## src/rtl/stopwatch_btn_ctrl_pkg.sv

```systemverilog
// Shared definitions for the stopwatch button front end: debounce state
// encodings and the default debounce lengths for hardware and simulation.
package stopwatch_btn_ctrl_pkg;

   typedef enum logic [1:0] {
      DB_ZERO  = 2'b00,
      DB_WAIT1 = 2'b01,
      DB_ONE   = 2'b10,
      DB_WAIT0 = 2'b11
   } db_state_t;

   // 20 ms at 100 MHz for silicon; a short window keeps simulations fast.
   localparam int DB_CYCLES_HW  = 2_000_000;
   localparam int DB_CYCLES_SIM = 8;
   localparam int CNT_W_HW      = 21;

endpackage

```

## src/rtl/stopwatch_btn_ctrl_if.sv

```systemverilog
// Button-side and stopwatch-side signals of the control stage.
// The slave modport is the view of the control block itself.
interface stopwatch_btn_ctrl_if;

   logic btn_go_raw;
   logic btn_clr_raw;
   logic go;
   logic clr;
   logic go_db;
   logic clr_db;

   modport master (
      output btn_go_raw, btn_clr_raw,
      input  go, clr, go_db, clr_db
   );

   modport slave (
      input  btn_go_raw, btn_clr_raw,
      output go, clr, go_db, clr_db
   );

endinterface

```

## src/rtl/stopwatch_btn_ctrl_btn_debounce.sv

```systemverilog
// One pushbutton: 2-flop synchroniser, 4-state debounce FSM with a
// down-counter, and a registered one-cycle tick per accepted press.
module btn_debounce
   import stopwatch_btn_ctrl_pkg::*;
#(
   parameter int DB_CYCLES = DB_CYCLES_HW,
   parameter int CNT_W     = CNT_W_HW
) (
   input  logic clk,
   input  logic rst_n,
   input  logic raw,
   output logic level,
   output logic tick
);

   localparam logic [CNT_W-1:0] CNT_LOAD = CNT_W'(DB_CYCLES - 1);

   logic             sync1;
   logic             s;
   db_state_t        state, state_nxt;
   logic [CNT_W-1:0] cnt, cnt_nxt;
   logic             tick_nxt;

   // Bring the asynchronous button into the clk domain.
   always_ff @(posedge clk or negedge rst_n) begin
      if (!rst_n) begin
         sync1 <= 1'b0;
         s     <= 1'b0;
      end else begin
         // NOTE: non-blocking so the two flops form a real 2-stage chain;
         // blocking would collapse them into one.
         sync1 <= raw;
         s     <= sync1;
      end
   end

   // FSM state, qualification counter and tick register.
   always_ff @(posedge clk or negedge rst_n) begin
      if (!rst_n) begin
         state <= DB_ZERO;
         cnt   <= '0;
         tick  <= 1'b0;
      end else begin
         state <= state_nxt;
         cnt   <= cnt_nxt;
         tick  <= tick_nxt;
      end
   end

   // Next-state: a level change is accepted only after DB_CYCLES stable samples.
   always_comb begin
      // NOTE: every output gets a default first so no path infers a latch.
      state_nxt = state;
      cnt_nxt   = cnt;
      tick_nxt  = 1'b0;
      unique case (state)
         DB_ZERO: begin
            if (s) begin
               state_nxt = DB_WAIT1;
               cnt_nxt   = CNT_LOAD;
            end
         end
         DB_WAIT1: begin
            if (!s) begin
               state_nxt = DB_ZERO;
            end else if (cnt == '0) begin
               state_nxt = DB_ONE;
               tick_nxt  = 1'b1;
            end else begin
               cnt_nxt = cnt - CNT_W'(1);
            end
         end
         DB_ONE: begin
            if (!s) begin
               state_nxt = DB_WAIT0;
               cnt_nxt   = CNT_LOAD;
            end
         end
         DB_WAIT0: begin
            if (s) begin
               state_nxt = DB_ONE;
            end else if (cnt == '0) begin
               state_nxt = DB_ZERO;
            end else begin
               cnt_nxt = cnt - CNT_W'(1);
            end
         end
         default: begin
            state_nxt = DB_ZERO;
         end
      endcase
   end

   assign level = (state == DB_ONE) || (state == DB_WAIT0);

endmodule

```

## src/rtl/stopwatch_btn_ctrl.sv

```systemverilog
// Stopwatch front end: debounces start/stop and clear buttons and turns
// their press ticks into a go level and a one-cycle clr pulse.
module stopwatch_btn_ctrl
   import stopwatch_btn_ctrl_pkg::*;
#(
   parameter int DB_CYCLES = DB_CYCLES_HW,
   parameter int CNT_W     = CNT_W_HW
) (
   input  logic                 clk,
   input  logic                 rst_n,
   stopwatch_btn_ctrl_if.slave  bus
);

   logic go_level, go_tick;
   logic clr_level, clr_tick;
   logic go_q, clr_q;

   btn_debounce #(.DB_CYCLES(DB_CYCLES), .CNT_W(CNT_W)) u_db_go (
      .clk   (clk),
      .rst_n (rst_n),
      .raw   (bus.btn_go_raw),
      .level (go_level),
      .tick  (go_tick)
   );

   btn_debounce #(.DB_CYCLES(DB_CYCLES), .CNT_W(CNT_W)) u_db_clr (
      .clk   (clk),
      .rst_n (rst_n),
      .raw   (bus.btn_clr_raw),
      .level (clr_level),
      .tick  (clr_tick)
   );

   // Clear wins over start/stop, so go and clr are never high together.
   always_ff @(posedge clk or negedge rst_n) begin
      if (!rst_n) begin
         go_q  <= 1'b0;
         clr_q <= 1'b0;
      end else if (clr_tick) begin
         go_q  <= 1'b0;
         clr_q <= 1'b1;
      end else if (go_tick) begin
         go_q  <= ~go_q;
         clr_q <= 1'b0;
      end else begin
         clr_q <= 1'b0;
      end
   end

   assign bus.go     = go_q;
   assign bus.clr    = clr_q;
   assign bus.go_db  = go_level;
   assign bus.clr_db = clr_level;

endmodule

```

## src/flat_wrapper.sv

```systemverilog
// flat-port wrapper written by rule: the top's interface ports become plain ports
module stopwatch_btn_ctrl_flat import stopwatch_btn_ctrl_pkg::*;
#(
   parameter int DB_CYCLES = DB_CYCLES_HW,
   parameter int CNT_W     = CNT_W_HW
)
  (clk, rst_n, bus_btn_go_raw, bus_btn_clr_raw, bus_go, bus_clr, bus_go_db, bus_clr_db);
  stopwatch_btn_ctrl_if bus_i ();
  input  logic clk;
  input  logic rst_n;
  input wire logic [$bits(bus_i.btn_go_raw)-1:0] bus_btn_go_raw;
  input wire logic [$bits(bus_i.btn_clr_raw)-1:0] bus_btn_clr_raw;
  output wire logic [$bits(bus_i.go)-1:0] bus_go;
  output wire logic [$bits(bus_i.clr)-1:0] bus_clr;
  output wire logic [$bits(bus_i.go_db)-1:0] bus_go_db;
  output wire logic [$bits(bus_i.clr_db)-1:0] bus_clr_db;
  assign bus_i.btn_go_raw = bus_btn_go_raw;
  assign bus_i.btn_clr_raw = bus_btn_clr_raw;
  assign bus_go = bus_i.go;
  assign bus_clr = bus_i.clr;
  assign bus_go_db = bus_i.go_db;
  assign bus_clr_db = bus_i.clr_db;
  stopwatch_btn_ctrl #(.DB_CYCLES(DB_CYCLES), .CNT_W(CNT_W)) u_core (.clk(clk), .rst_n(rst_n), .bus(bus_i));
endmodule
```

## config.mk

```make
export PLATFORM = sky130hd
export DESIGN_NAME = stopwatch_btn_ctrl_flat
export DESIGN_NICKNAME = d
export VERILOG_FILES = /design/src/rtl/stopwatch_btn_ctrl_pkg.sv /design/src/rtl/stopwatch_btn_ctrl_if.sv /design/src/rtl/stopwatch_btn_ctrl_btn_debounce.sv /design/src/rtl/stopwatch_btn_ctrl.sv /design/src/flat_wrapper.sv
export SDC_FILE = /design/constraint.sdc
export NUM_CORES = 1
export LEC_CHECK = 0
export BUFFER_PORTS_ARGS = -buffer_cell sky130_fd_sc_hd__buf_4
export CORE_MARGIN = 2
export CORE_UTILIZATION = 50
export CTS_BUF_LIST = sky130_fd_sc_hd__clkbuf_4 sky130_fd_sc_hd__clkbuf_8
export DETAILED_ROUTE_END_ITERATION = 10
export GPL_TIMING_DRIVEN = 0
export PLACE_DENSITY = 0.66
export SYNTH_ARGS = -nofsm -noshare
export SYNTH_HDL_FRONTEND = slang
export SYNTH_SLANG_ARGS = --single-unit
```

## constraint.sdc

```tcl
create_clock -name clk -period 6.01 [get_ports clk]
set_clock_uncertainty 0.2 [all_clocks]
set_input_delay 0.3005 -clock clk [delete_from_list [all_inputs] [get_ports clk]]
set_output_delay 0.3005 -clock clk [all_outputs]
set_load 0.05 [all_outputs]
```

==> results.md <==
* Run status: complete, no violations
* Power density over cell area at 238 mW/mm^2
* Antenna diode count at 0
* Tcrit/Tclk final at 0.411
* Clock sink count at 54
* FF-to-FF End: u_core.u_db_clr.cnt[16]
* Final Util at 0.576
* Commonest non-fill, non-tap cells in the layout: dfrtp_1 (54), nand2_1 (27), nor2_1 (26), nand3_1 (15)
* Total number of vias at roughly 2,300
* EDFF count, synth at 0
* Mapped Area at between 0.002 and 0.003 sq mm
* Wirelength per Cell at 15.2 um
* Syn_nets at slightly above 300
* Asr flop ratio synth at 1.00
* Clock Latency Late Sink at 0.31 ns
* Max incr delay on CP at 0.45 ns
* Nets at between 300 and 400
* Register area at around 0.0014 sq mm
* Die H at roughly 80 um
* Row Count at 27
* Worst path slowest cell: or4_1
* Startpoint types: flop
* Min-delay src: u_core.u_db_clr.sync1
* Leak Pwr at approximately 1.2 nW
* Root Buffer: clkbuf_8
* Vias in the first global route at 2,101
* DIE AREA at around 0.0063 sq mm
* Peak supply drop at between 0.15 and 0.2 mV
* Clock-pin slew on the worst setup and hold paths at approximately 0.1 ns
* Seq cells post-synth at 54
* Simple-gate area share of the yosys netlist at 0.280
* Largest family of logic cells by synthesized area: simple AND/OR/NAND/NOR gates
* Syn Inst Count at around 300
* Area share of fa/ha/maj cells after synthesis at 0.0175
* R2r worst-path depth at 7
* Die W at approximately 80 um
* Area delta synth->final at 11.0%
* Required @ worst endpoint at 6.07 ns
* WP buf/inv at 1
* Hold WC Path Type: reg -> reg
* Seq/Total Area, Yosys at 0.473
* Max Cap Violations at 0
* Worst slew pin tran at around 0.8 ns
* CTS tree: built
* Total grt overflow at 0
* Worst path top cell family by delay: simple AND/OR/NAND/NOR gates
* Slew Limit Fails at 0
* 1st-pass router iterations at 4
* Hold path cells at 0
* Quantity of I/O buffers inserted on ports at 7
* GRT Total Usage at 0.200
* Hold Crit Endpoint: u_core.u_db_clr.s
* Ys flop type: dfrtp_1
* Multi-input logic area at about 0.0014 sq mm
* Reg2reg setup slack at between 3 and 4 ns
* Fraction of layout cells with a size suffix above 1 at 0.0987
* Unrepaired setup endpoints after global routing: no
* Starting Density at 0.519
* XOR/XNOR Fraction of Synth Area at 0.0486
* Starting DRC count in detailed routing at between 100 and 150
* Post_cts resized at 0
* Detail Route Antenna Nets at 0
* Slew headroom at 0.463
* RD Place Congestion at ~0.86
* Yosys warns at 0
* Sum Neg Setup Slack at 0 ns
* Yosys cell types at 55
* First-pass GRT wire length at between 9000 and 10,000 um
* Crit-path max FO at 7
* Final hold viol count at 0
* DP HPWL at approximately 4000 um
* Compound-gate portion of the synthesized area at 0.137
* Core area at around 0.0055 sq mm
* Mean Syn Cell Area at slightly below 10 sq um
* Largest net degree at the start of global routing at 55
* Fillers at roughly 480
* DRT Wirelength at 5860 um
* DR vias/cell at approximately 5.9
* R2R Path Start: u_core.u_db_clr.cnt[0]
* Setup-failing EPs final at 0
* Worst Path Arrival at 2.52 ns
* WS Path Type: reg -> reg
* Crit path cell chain: inv_1 > ha_1 > or3b_1 > nor2_1 > o21ai_1 > or4_1 > nand2_1
* Maximum clock path buffer count at 2
* Drc violations at 0
* FMAX at 405 MHz
* Crit. End Element: flop
* Multiplexer share of the synthesized area at 0.0149
* Initial antenna violation count at 0
* Total CTS buffers at 5
* # IOs at 8
* Commonest non-fill, non-tap cell in the layout: dfrtp_1
* Htree depth at 2
* Final min period at roughly 2.5 ns
-- logic make-up (layout without fill, tap and decap cells) --
family / after synthesis / after routing
DFF: 54 / 54
buffers and inverters: 19 / 37
AOI/OAI and AO/OA: 61 / 61
and+or+nand+nor: 139 / 139
adders and majority gates: 4 / 4
muxes: 4 / 4
xor gates and xnor gates: 15 / 15
-- sequential cells by signal (all words and copies together) (netlist names), named ones only --
register,cells
u_core.u_db_clr.tick,1
u_core.bus.go,1
u_core.u_db_clr.state,1
u_core.u_db_go.sync1,1
u_core.u_db_go.s,1
u_core.bus.clr,1
u_core.u_db_clr.sync1,1
u_core.u_db_go.cnt,21
u_core.u_db_go.tick,1
u_core.u_db_clr.cnt,21
u_core.u_db_clr.s,1
u_core.u_db_go.state,1
-- worst register-to-register path, stage by stage, from the launching register on --
cell and delay, ns:
dfrtp_1 0.41, inv_1 0.12, ha_1 0.19, or3b_1 0.43, nor2_1 0.27, o21ai_1 0.26
or4_1 0.45, nand2_1 0.08
-- report_power, final --
part	switching, mW	internal [mW]
sequential	0.0168	0.378
clock	0.120	0.178
combinational	0.0385	0.0237
total	0.175	0.579
-- synthesized netlist by cell type (2+ instances only) --
| cell type | instances | area (sq um) |
|---|---|---|
| buf_2 | 3 | 15.0 |
| nor3_1 | 12 | 60.1 |
| or4_1 | 6 | 45.0 |
| xnor2_1 | 3 | 26.3 |
| o41ai_1 | 2 | 17.5 |
| nor2_1 | 26 | 97.6 |
| o31ai_1 | 4 | 30.0 |
| a21oi_1 | 10 | 50.1 |
| o21ai_1 | 12 | 60.1 |
| mux2_1 | 2 | 22.5 |
| a22o_1 | 3 | 26.3 |
| clkbuf_1 | 7 | 26.3 |
| nand3_1 | 15 | 75.1 |
| nor2_2 | 2 | 12.5 |
| inv_1 | 7 | 26.3 |
| or3_1 | 7 | 43.8 |
| nand2b_1 | 2 | 12.5 |
| nand4b_1 | 4 | 35.0 |
| and3_1 | 2 | 12.5 |
| nand2_1 | 27 | 101 |
| ha_1 | 4 | 50.1 |
| xor2_1 | 11 | 96.3 |
| nor4_1 | 7 | 43.8 |
| nand4_1 | 10 | 62.6 |
| o211ai_1 | 3 | 22.5 |
| a21o_1 | 2 | 15.0 |
| a31oi_1 | 12 | 75.1 |
| o21ai_0 | 6 | 30.0 |
| nor3b_1 | 2 | 15.0 |
| mux2i_1 | 2 | 20.0 |
| and2_1 | 3 | 18.8 |
| dfrtp_1 | 54 | 1350 |
| nor4_2 | 2 | 25.0 |
-- stage by stage --
step	cells	area, sq um	setup WS [ns]	power, mW	hold WS, ns
after floorplan	296	2860	3.94	0.438	-0.195
after global placement	375	3000	3.61	0.459	0.132
after detailed placement	375	3000	3.57	0.462	0.139
after CTS	386	3170	3.55	0.759	0.163
after global routing	386	3170	3.39	0.788	0.170
final	386	3170	3.54	0.754	0.160
-- worst max-delay path by stage --
stage / cells past startpoint / from / end / slack (ns)
final: 7 / u_core.u_db_clr.cnt[0] / u_core.u_db_clr.cnt[16] / 3.54
after global routing: 7 / u_core.u_db_clr.cnt[1] / u_core.u_db_clr.cnt[16] / 3.39
after CTS: 7 / u_core.u_db_clr.cnt[0] / u_core.u_db_clr.cnt[16] / 3.55
after detailed placement: 7 / u_core.u_db_clr.cnt[0] / u_core.u_db_clr.cnt[16] / 3.57
after global placement: 7 / u_core.u_db_clr.cnt[0] / u_core.u_db_clr.cnt[16] / 3.61
after floorplan: 6 / u_core.u_db_go.cnt[3] / u_core.u_db_go.cnt[9] / 3.94
-- final cells by class --
cell class	instances	area share
Multi-Input combinational cell	223	0.449
Sequential cell	54	0.426
Tap cell	72	0.0284
Clock buffer	6	0.0260
Timing Repair Buffer	10	0.0260
Clock inverter	2	0.0189
Buffer	11	0.0166
Inverter	8	0.00946
-- layer usage --
layer | up-vias | global-route usage | wire, um
met5 | - | 0 | 0
met4 | 0 | 0.0810 | 99
met3 | 9 | 0.0373 | 183
met2 | 48 | 0.328 | 2880
met1 | 1100 | 0.262 | 2690
li1 | 1128 | - | -
-- timing repair --
item | CTS | global route
setup buffers | 0 | 0
endpoints found under the hold margin | 56 | 0
hold buffers | 3 | 0
Power figures use the tool's default switching activity.
